**config.mk**
```make
export PLATFORM = sky130hd
export DESIGN_NAME = fetch_stage
export DESIGN_NICKNAME = d
export VERILOG_FILES = /design/src/rtl/fetch_pkg.sv /design/src/rtl/fetch_fifo.sv /design/src/rtl/fetch_stage.sv
export SDC_FILE = /design/constraint.sdc
export NUM_CORES = 1
export LEC_CHECK = 0
export CAP_MARGIN = 25
export CORE_UTILIZATION = 46
export DETAILED_ROUTE_END_ITERATION = 10
export GPL_ROUTABILITY_DRIVEN = 0
export GPL_TIMING_DRIVEN = 1
export MAX_ROUTING_LAYER = met4
export PLACE_DENSITY = 0.76
export REMOVE_ABC_BUFFERS = 1
export SETUP_SLACK_MARGIN = 0.05
export SLEW_MARGIN = 20
export SYNTH_ARGS = -nofsm -noshare
export SYNTH_HDL_FRONTEND = slang
export SYNTH_SLANG_ARGS = --single-unit
export TNS_END_PERCENT = 10
```
**constraint.sdc**
```tcl
create_clock -name clk -period 5 [get_ports clk]
set_input_delay 1 -clock clk [delete_from_list [all_inputs] [get_ports clk]]
set_output_delay 1 -clock clk [all_outputs]
set_load 0.02 [all_outputs]
```
**src/rtl/fetch_pkg.sv**
```systemverilog
// Shared types and constants for the instruction-fetch stage.
// Holds the FSM state encoding, the default-width FIFO entry layout and the NOP constant.
// Optional feature macro: FETCH_MISALIGN_CHECK_EN (adds a fault bit to each FIFO entry).
package fetch_pkg;

    localparam int FETCH_ADDR_W  = 32;
    localparam int FETCH_INSTR_W = 32;

    localparam logic [FETCH_INSTR_W-1:0] NOP_INSTR = 32'h0;

    typedef enum logic [2:0] {
        IDLE  = 3'd0,
        ISSUE = 3'd1,
        WAIT  = 3'd2,
        DROP  = 3'd3,
        GAP   = 3'd4
    } fetch_state_t;

    // Entry layout at the default widths; the fetch stage builds a
    // parameter-sized struct with the same field order.
    typedef struct packed {
        logic [FETCH_INSTR_W-1:0] instr;
        logic [FETCH_ADDR_W-1:0]  pc;
`ifdef FETCH_MISALIGN_CHECK_EN
        logic                     fault;
`endif
    } fetch_entry_t;

endpackage

```
**src/rtl/fetch_fifo.sv**
```systemverilog
// Generic synchronous FIFO with synchronous clear and occupancy count.
// Latency: a push is visible at the head one cycle later; head is read combinationally.
// Backpressure: push is ignored when full unless a pop frees the slot in the same cycle; clear beats push and pop.
// Ports: clk, reset (async active-low), clear, push/push_data, pop, head_data, empty, count.
module fetch_fifo #(
    parameter int WIDTH = 8,
    parameter int DEPTH = 2
) (
    input  logic                   clk,
    input  logic                   reset,
    input  logic                   clear,
    input  logic                   push,
    input  logic [WIDTH-1:0]       push_data,
    input  logic                   pop,
    output logic [WIDTH-1:0]       head_data,
    output logic                   empty,
    output logic [$clog2(DEPTH):0] count
);

    localparam int PTR_W = $clog2(DEPTH);
    localparam int CNT_W = PTR_W + 1;

    logic [WIDTH-1:0] mem [DEPTH];
    logic [PTR_W-1:0] wr_ptr;
    logic [PTR_W-1:0] rd_ptr;
    logic             full;
    logic             do_push;
    logic             do_pop;

    assign empty     = (count == '0);
    assign full      = (count == CNT_W'(DEPTH));
    assign do_pop    = pop & ~empty & ~clear;
    assign do_push   = push & ~clear & (~full | do_pop);
    assign head_data = mem[rd_ptr];

    always_ff @(posedge clk or negedge reset) begin
        if (!reset) begin
            wr_ptr <= '0;
            rd_ptr <= '0;
            count  <= '0;
        end else if (clear) begin
            wr_ptr <= '0;
            rd_ptr <= '0;
            count  <= '0;
        end else begin
            if (do_push) wr_ptr <= wr_ptr + PTR_W'(1);
            if (do_pop)  rd_ptr <= rd_ptr + PTR_W'(1);
            case ({do_push, do_pop})
                2'b10:   count <= count + CNT_W'(1);
                2'b01:   count <= count - CNT_W'(1);
                default: count <= count;
            endcase
        end
    end

    // Storage needs no reset: the head is only consumed while count is non-zero.
    always_ff @(posedge clk) begin
        if (do_push) mem[wr_ptr] <= push_data;
    end

endmodule

```
**src/rtl/fetch_stage.sv**
```systemverilog
// Instruction fetch: samples pc, runs a req/ack read to imem, buffers {instr, pc} toward decode.
// Latency: ISSUE(t), earliest ack(t+1), out_valid(t+2); one request outstanding, one fetch per two cycles at best.
// Backpressure: issue is gated on a free FIFO slot so an ack always has room; out_ready pops the head.
// Ports: clk, reset (async active-low), pc/pc_advance/flush to the PC block, imem_req/addr/ack/rdata,
//        out_valid/out_ready/out_instr/out_pc toward decode, busy while a request is outstanding.
// Optional feature macro: FETCH_MISALIGN_CHECK_EN (adds out_fault; misaligned pc produces a fault entry).
module fetch_stage
    import fetch_pkg::*;
#(
    parameter int ADDR_W    = FETCH_ADDR_W,
    parameter int INSTR_W   = FETCH_INSTR_W,
    parameter int BUF_DEPTH = 2
) (
    input  logic               clk,
    input  logic               reset,
    input  logic [ADDR_W-1:0]  pc,
    output logic               pc_advance,
    input  logic               flush,
    output logic               imem_req,
    output logic [ADDR_W-1:0]  imem_addr,
    input  logic               imem_ack,
    input  logic [INSTR_W-1:0] imem_rdata,
    output logic               out_valid,
    input  logic               out_ready,
    output logic [INSTR_W-1:0] out_instr,
    output logic [ADDR_W-1:0]  out_pc,
`ifdef FETCH_MISALIGN_CHECK_EN
    output logic               out_fault,
`endif
    output logic               busy
);

    localparam int PTR_W = $clog2(BUF_DEPTH);
    localparam int CNT_W = PTR_W + 1;
    localparam logic [CNT_W-1:0] DEPTH_C = CNT_W'(BUF_DEPTH);

    typedef struct packed {
        logic [INSTR_W-1:0] instr;
        logic [ADDR_W-1:0]  pc;
`ifdef FETCH_MISALIGN_CHECK_EN
        logic               fault;
`endif
    } entry_t;

    localparam int ENTRY_W = $bits(entry_t);

    fetch_state_t       state_q;
    fetch_state_t       state_d;
    logic [ADDR_W-1:0]  req_pc_q;
    logic [CNT_W-1:0]   fifo_count;
    logic [CNT_W-1:0]   count_after;
    logic               fifo_empty;
    logic               fifo_pop;
    logic               fifo_push;
    logic               slot_free;
    logic               slot_after;
    logic               ack_take;
    logic               misaligned;
    logic               fault_push;
    entry_t             push_entry;
    entry_t             head_entry;
    logic [ENTRY_W-1:0] head_bits;

    always_comb begin
        fifo_pop    = out_valid & out_ready;
        slot_free   = fifo_count < DEPTH_C;
        // Outstanding request implies a reserved slot, so count+1 cannot overflow.
        count_after = fifo_count + CNT_W'(1) - CNT_W'(fifo_pop);
        slot_after  = count_after < DEPTH_C;
        ack_take    = (state_q == WAIT) & imem_ack & ~flush;
    end

`ifdef FETCH_MISALIGN_CHECK_EN
    logic fault_hold_q;

    assign misaligned = |pc[1:0];
    // A fault entry is pushed once; the stage then parks in IDLE until a redirect.
    assign fault_push = (state_q == IDLE) & ~flush & misaligned & ~fault_hold_q & slot_free;

    always_ff @(posedge clk or negedge reset) begin
        if (!reset) begin
            fault_hold_q <= 1'b0;
        end else if (flush) begin
            fault_hold_q <= 1'b0;
        end else if (fault_push) begin
            fault_hold_q <= 1'b1;
        end
    end
`else
    assign misaligned = 1'b0;
    assign fault_push = 1'b0;
`endif

    // State register
    always_ff @(posedge clk or negedge reset) begin
        if (!reset) begin
            state_q  <= IDLE;
            req_pc_q <= '0;
        end else begin
            state_q <= state_d;
            if (state_q == ISSUE) req_pc_q <= pc;
        end
    end

    // Next-state logic
    always_comb begin
        state_d = state_q;
        unique case (state_q)
            IDLE: begin
                if (flush)                         state_d = GAP;
                else if (!misaligned && slot_free) state_d = ISSUE;
            end
            // The request is already on the bus; a redirect here must still drain its ack.
            ISSUE: state_d = flush ? DROP : WAIT;
            WAIT: begin
                if (imem_ack) begin
                    if (flush)           state_d = GAP;
                    else if (slot_after) state_d = ISSUE;
                    else                 state_d = IDLE;
                end else if (flush) begin
                    state_d = DROP;
                end
            end
            DROP: begin
                if (imem_ack) state_d = GAP;
            end
            GAP:     state_d = IDLE;
            default: state_d = IDLE;
        endcase
    end

    // Output logic
    always_comb begin
        imem_req   = 1'b0;
        busy       = 1'b0;
        pc_advance = ack_take;
        imem_addr  = {req_pc_q[ADDR_W-1:2], 2'b00};
        unique case (state_q)
            ISSUE: begin
                imem_req  = 1'b1;
                busy      = 1'b1;
                imem_addr = {pc[ADDR_W-1:2], 2'b00};
            end
            WAIT, DROP: begin
                imem_req = 1'b1;
                busy     = 1'b1;
            end
            default: begin
                imem_req = 1'b0;
                busy     = 1'b0;
            end
        endcase
    end

    always_comb begin
        push_entry       = '0;
        push_entry.instr = imem_rdata;
        push_entry.pc    = req_pc_q;
`ifdef FETCH_MISALIGN_CHECK_EN
        if (fault_push) begin
            push_entry.instr = INSTR_W'(NOP_INSTR);
            push_entry.pc    = pc;
            push_entry.fault = 1'b1;
        end
`endif
    end

    assign fifo_push = ack_take | fault_push;

    fetch_fifo #(
        .WIDTH (ENTRY_W),
        .DEPTH (BUF_DEPTH)
    ) u_fifo (
        .clk       (clk),
        .reset     (reset),
        .clear     (flush),
        .push      (fifo_push),
        .push_data (push_entry),
        .pop       (fifo_pop),
        .head_data (head_bits),
        .empty     (fifo_empty),
        .count     (fifo_count)
    );

    assign head_entry = entry_t'(head_bits);
    assign out_valid  = ~fifo_empty;
    assign out_instr  = out_valid ? head_entry.instr : '0;
    assign out_pc     = out_valid ? head_entry.pc    : '0;
`ifdef FETCH_MISALIGN_CHECK_EN
    assign out_fault  = out_valid & head_entry.fault;
`endif

endmodule

```
==> run_results.csv <==
group,metric,value,unit
timing,fin_worst_skew,0.00668,ns
worst_setup_path,r2r.worst_path.cells,6,
worst_setup_path,startpoint,"state_q[0]",
route,wl_per_cell,16.1,µm
timing,period_needed,3.83,ns
die,io_pins,169,
worst_setup_path,reg2reg_slack,2.27,ns
clock_network,postCtsHoldBufs,0,
die,initial_core_util,47.0,%
synthesis,synth-warning-count,0,
clock_network,cts_tree,"done",
clock_network,cts-root-buf,"clkbuf_16",
synthesis,synth.distinct_cells,30,
layout,area_delta_synth_final,37.0,%
layout,fin_util,64.4,%
route,drc,0,
synthesis,syn-cell-area,0.00650,mm²
run_status,status,"finished, final reports clean",
timing,holdWs,0.468,ns
worst_setup_path,path_class,"reg -> out",
synthesis,ys_seq_area_share,74.2,%
layout,fin_area,0.00890,mm²
worst_setup_path,required,4.00,ns
worst_setup_path,endpoint,"imem_addr[23]",
worst_setup_path,path_cells,"nor3b_4 > buf_4 > mux2_2 > clkdlybuf4s50_1",
power,vdd_drop_max,0.411,mV
die,die_area,0.0146,mm²
global_route,gr-usage-all-layers,17.9,%
worst_setup_path,cp.arrival,2.83,ns
timing,slew_viol_final,0,
clock_network,clockBufferDepth,2,
layout,final_common_cell,"clkdlybuf4s50_1",
power,total_power,5.54,mW
timing,rsz0062_at_grt,"no",
clock_network,clock_sinks,167,
timing,worst_slew_pin_slew,0.916,ns
placement,place_inst,727,
route,ant_nets,0,
global_route,grt_antenna_before_repair,0,
worst_setup_path,crit_slowest_cell,"clkdlybuf4s50_1",
worst_setup_path,critPathMaxFanout,23,
route,num_vias,3799,
clock_network,cts_resized,0,
timing,min_period_over_period,76.6,%
timing,fmax,0.261,GHz
placement,place_area,0.00833,mm²
worst_setup_path,cp-start-kind,"flip-flop",
route,vias_per_cell,5.01,
layout,finalNonFillerCells,758,
worst_setup_path,critPathCaptureType,"primary output",
die,core-area,0.0138,mm²
global_route,grt_max_degree,65,
route,drt_wl_total,12200,µm
worst_setup_path,crit_buf_inv,2,
timing,tns,0,ns
power,p_leak,3.06,nW
placement,hpwl,7510,µm
clock_network,post-cts-setup-buffer-count,0,
clock_network,numCtsBuffers,17,
clock_network,clkTransAtPathRegs,0.06,ns
global_route,overflow,0,
job,maxCapViolCount,0,
layout,nNetsFinal,637,
layout,layout_common_cells,"clkdlybuf4s50_1, edfxtp_1, nor2_1",
timing,max-slew-margin-rel,38.9,%
worst_setup_path,crit-reg2reg-launch,"u_fifo.count[0]",
timing,setup_violations,0,
timing,finalHoldViolations,0,
die,rows,43,
power,p_per_area,622,mW/mm²
layout,drive_above_1_share,11.9,%
layout,diodes,0,
synthesis,synthCells,398,
die,die_x,121,µm
route,first_iter_violations,206,
timing,setup_ws,1.17,ns
synthesis,syn_avg_cell_area,16.3,µm²
worst_setup_path,worst-path-stages,4,
worst_setup_path,crit_family,"buffers and inverters",
placement,pre_cts_ws,1.31,ns
die,fp.dieH,121,µm
global_route,grt_pass1_vias,3796,
clock_network,clock_latency,0.41,ns
worst_setup_path,regToRegEndpoint,"u_fifo.mem[0][35]",
placement,io_buffers,166,
global_route,grt_pass1_wl,18900,µm
synthesis,ys_ff_latch,167,
worst_setup_path,max_stage_delay,0.55,ns
min_path,hp-class,"reg -> reg",
clock_network,h-tree-depth,4,
route,drt_first_pass_iters,4,
==> report_power, final <==
part           internal (mW)  leakage [nW]  switching [mW]
Sequential              1.79          1.62           0.190
Combinational           1.10          1.16            1.19
Clock                  0.775         0.276           0.485
==> flip-flops by register name, indices dropped and copies added, names as in the netlist <==
signal	count
req_pc_q	32
state_q	3
u_fifo.count	2
u_fifo.mem	128
u_fifo.rd_ptr	1
u_fifo.wr_ptr	1
==> area by class of cell <==
| type | count | area, µm² |
|---|---|---|
| clock buffers | 20 | 437 |
| well taps | 180 | 225 |
| flip-flops and latches | 167 | 4820 |
| inverters | 6 | 22.5 |
| repair buffers | 171 | 1710 |
| fillers | 980 | 4930 |
| clock inverters | 11 | 133 |
| multi-input cells | 203 | 1540 |
==> routing by layer <==
layer	global-route usage, %	part of all wire (%)
met1	22.0	43
met2	28.5	51
met3	4.84	5.7
met4	6.33	0.93
met5	-	0
==> kinds of logic after synthesis <==
kind of cell	Yosys count	synth area share, %
fa+ha+maj	2	0.385
flops	167	74.2
compound gates	13	1.29
simple gates	87	5.83
mux	98	15.7
other cells	1	0.0577
xor+xnor	1	0.135
buf+inv	29	2.39
==> worst min path at each step <==
stage            startpoint                end  slack [ns]  cells after the start
2_1_floorplan   req_pc_q[3]   u_fifo.mem[0][3]        0.43                      0
3_3_place_gp   req_pc_q[18]  u_fifo.mem[1][18]        0.45                      0
3_5_place_dp   req_pc_q[18]  u_fifo.mem[1][18]        0.45                      0
4_1_cts         req_pc_q[1]   u_fifo.mem[1][1]        0.47                      0
5_1_grt        req_pc_q[30]  u_fifo.mem[0][30]        0.48                      0
6_report        req_pc_q[1]   u_fifo.mem[1][1]        0.47                      0
==> worst reg2reg max path, stage by stage (launching register included) <==
cell and delay [ns]:
dfrtp_1 0.41, inv_1 0.11, ha_2 0.41, nand2b_1 0.31, a21o_1 0.28, nor2_4 0.09, buf_4 0.66
==> synthesized netlist by cell type <==
master | number | area (µm²)
mux2_1 | 2 | 22.5
buf_2 | 10 | 50.1
nor3_1 | 1 | 5.00
nand2b_1 | 2 | 12.5
buf_4 | 3 | 22.5
nor3b_4 | 1 | 18.8
nor2b_1 | 2 | 12.5
nand2_1 | 2 | 7.51
nor3b_1 | 1 | 7.51
nor2_1 | 75 | 282
clkbuf_1 | 6 | 22.5
a21o_1 | 1 | 7.51
xnor2_1 | 1 | 8.76
a2111oi_0 | 1 | 8.76
a21oi_1 | 4 | 20.0
a311oi_1 | 2 | 17.5
mux2i_1 | 65 | 651
conb_1 | 1 | 3.75
a211oi_1 | 2 | 15.0
ha_1 | 2 | 25.0
inv_1 | 6 | 22.5
mux2_2 | 31 | 349
nor4b_2 | 1 | 15.0
dfrtp_1 | 39 | 976
edfxtp_1 | 128 | 3840
and4bb_2 | 1 | 12.5
buf_6 | 3 | 33.8
and3_1 | 1 | 6.26
buf_1 | 1 | 3.75
o21ai_0 | 3 | 15.0
Power figures use the tool's default switching activity.
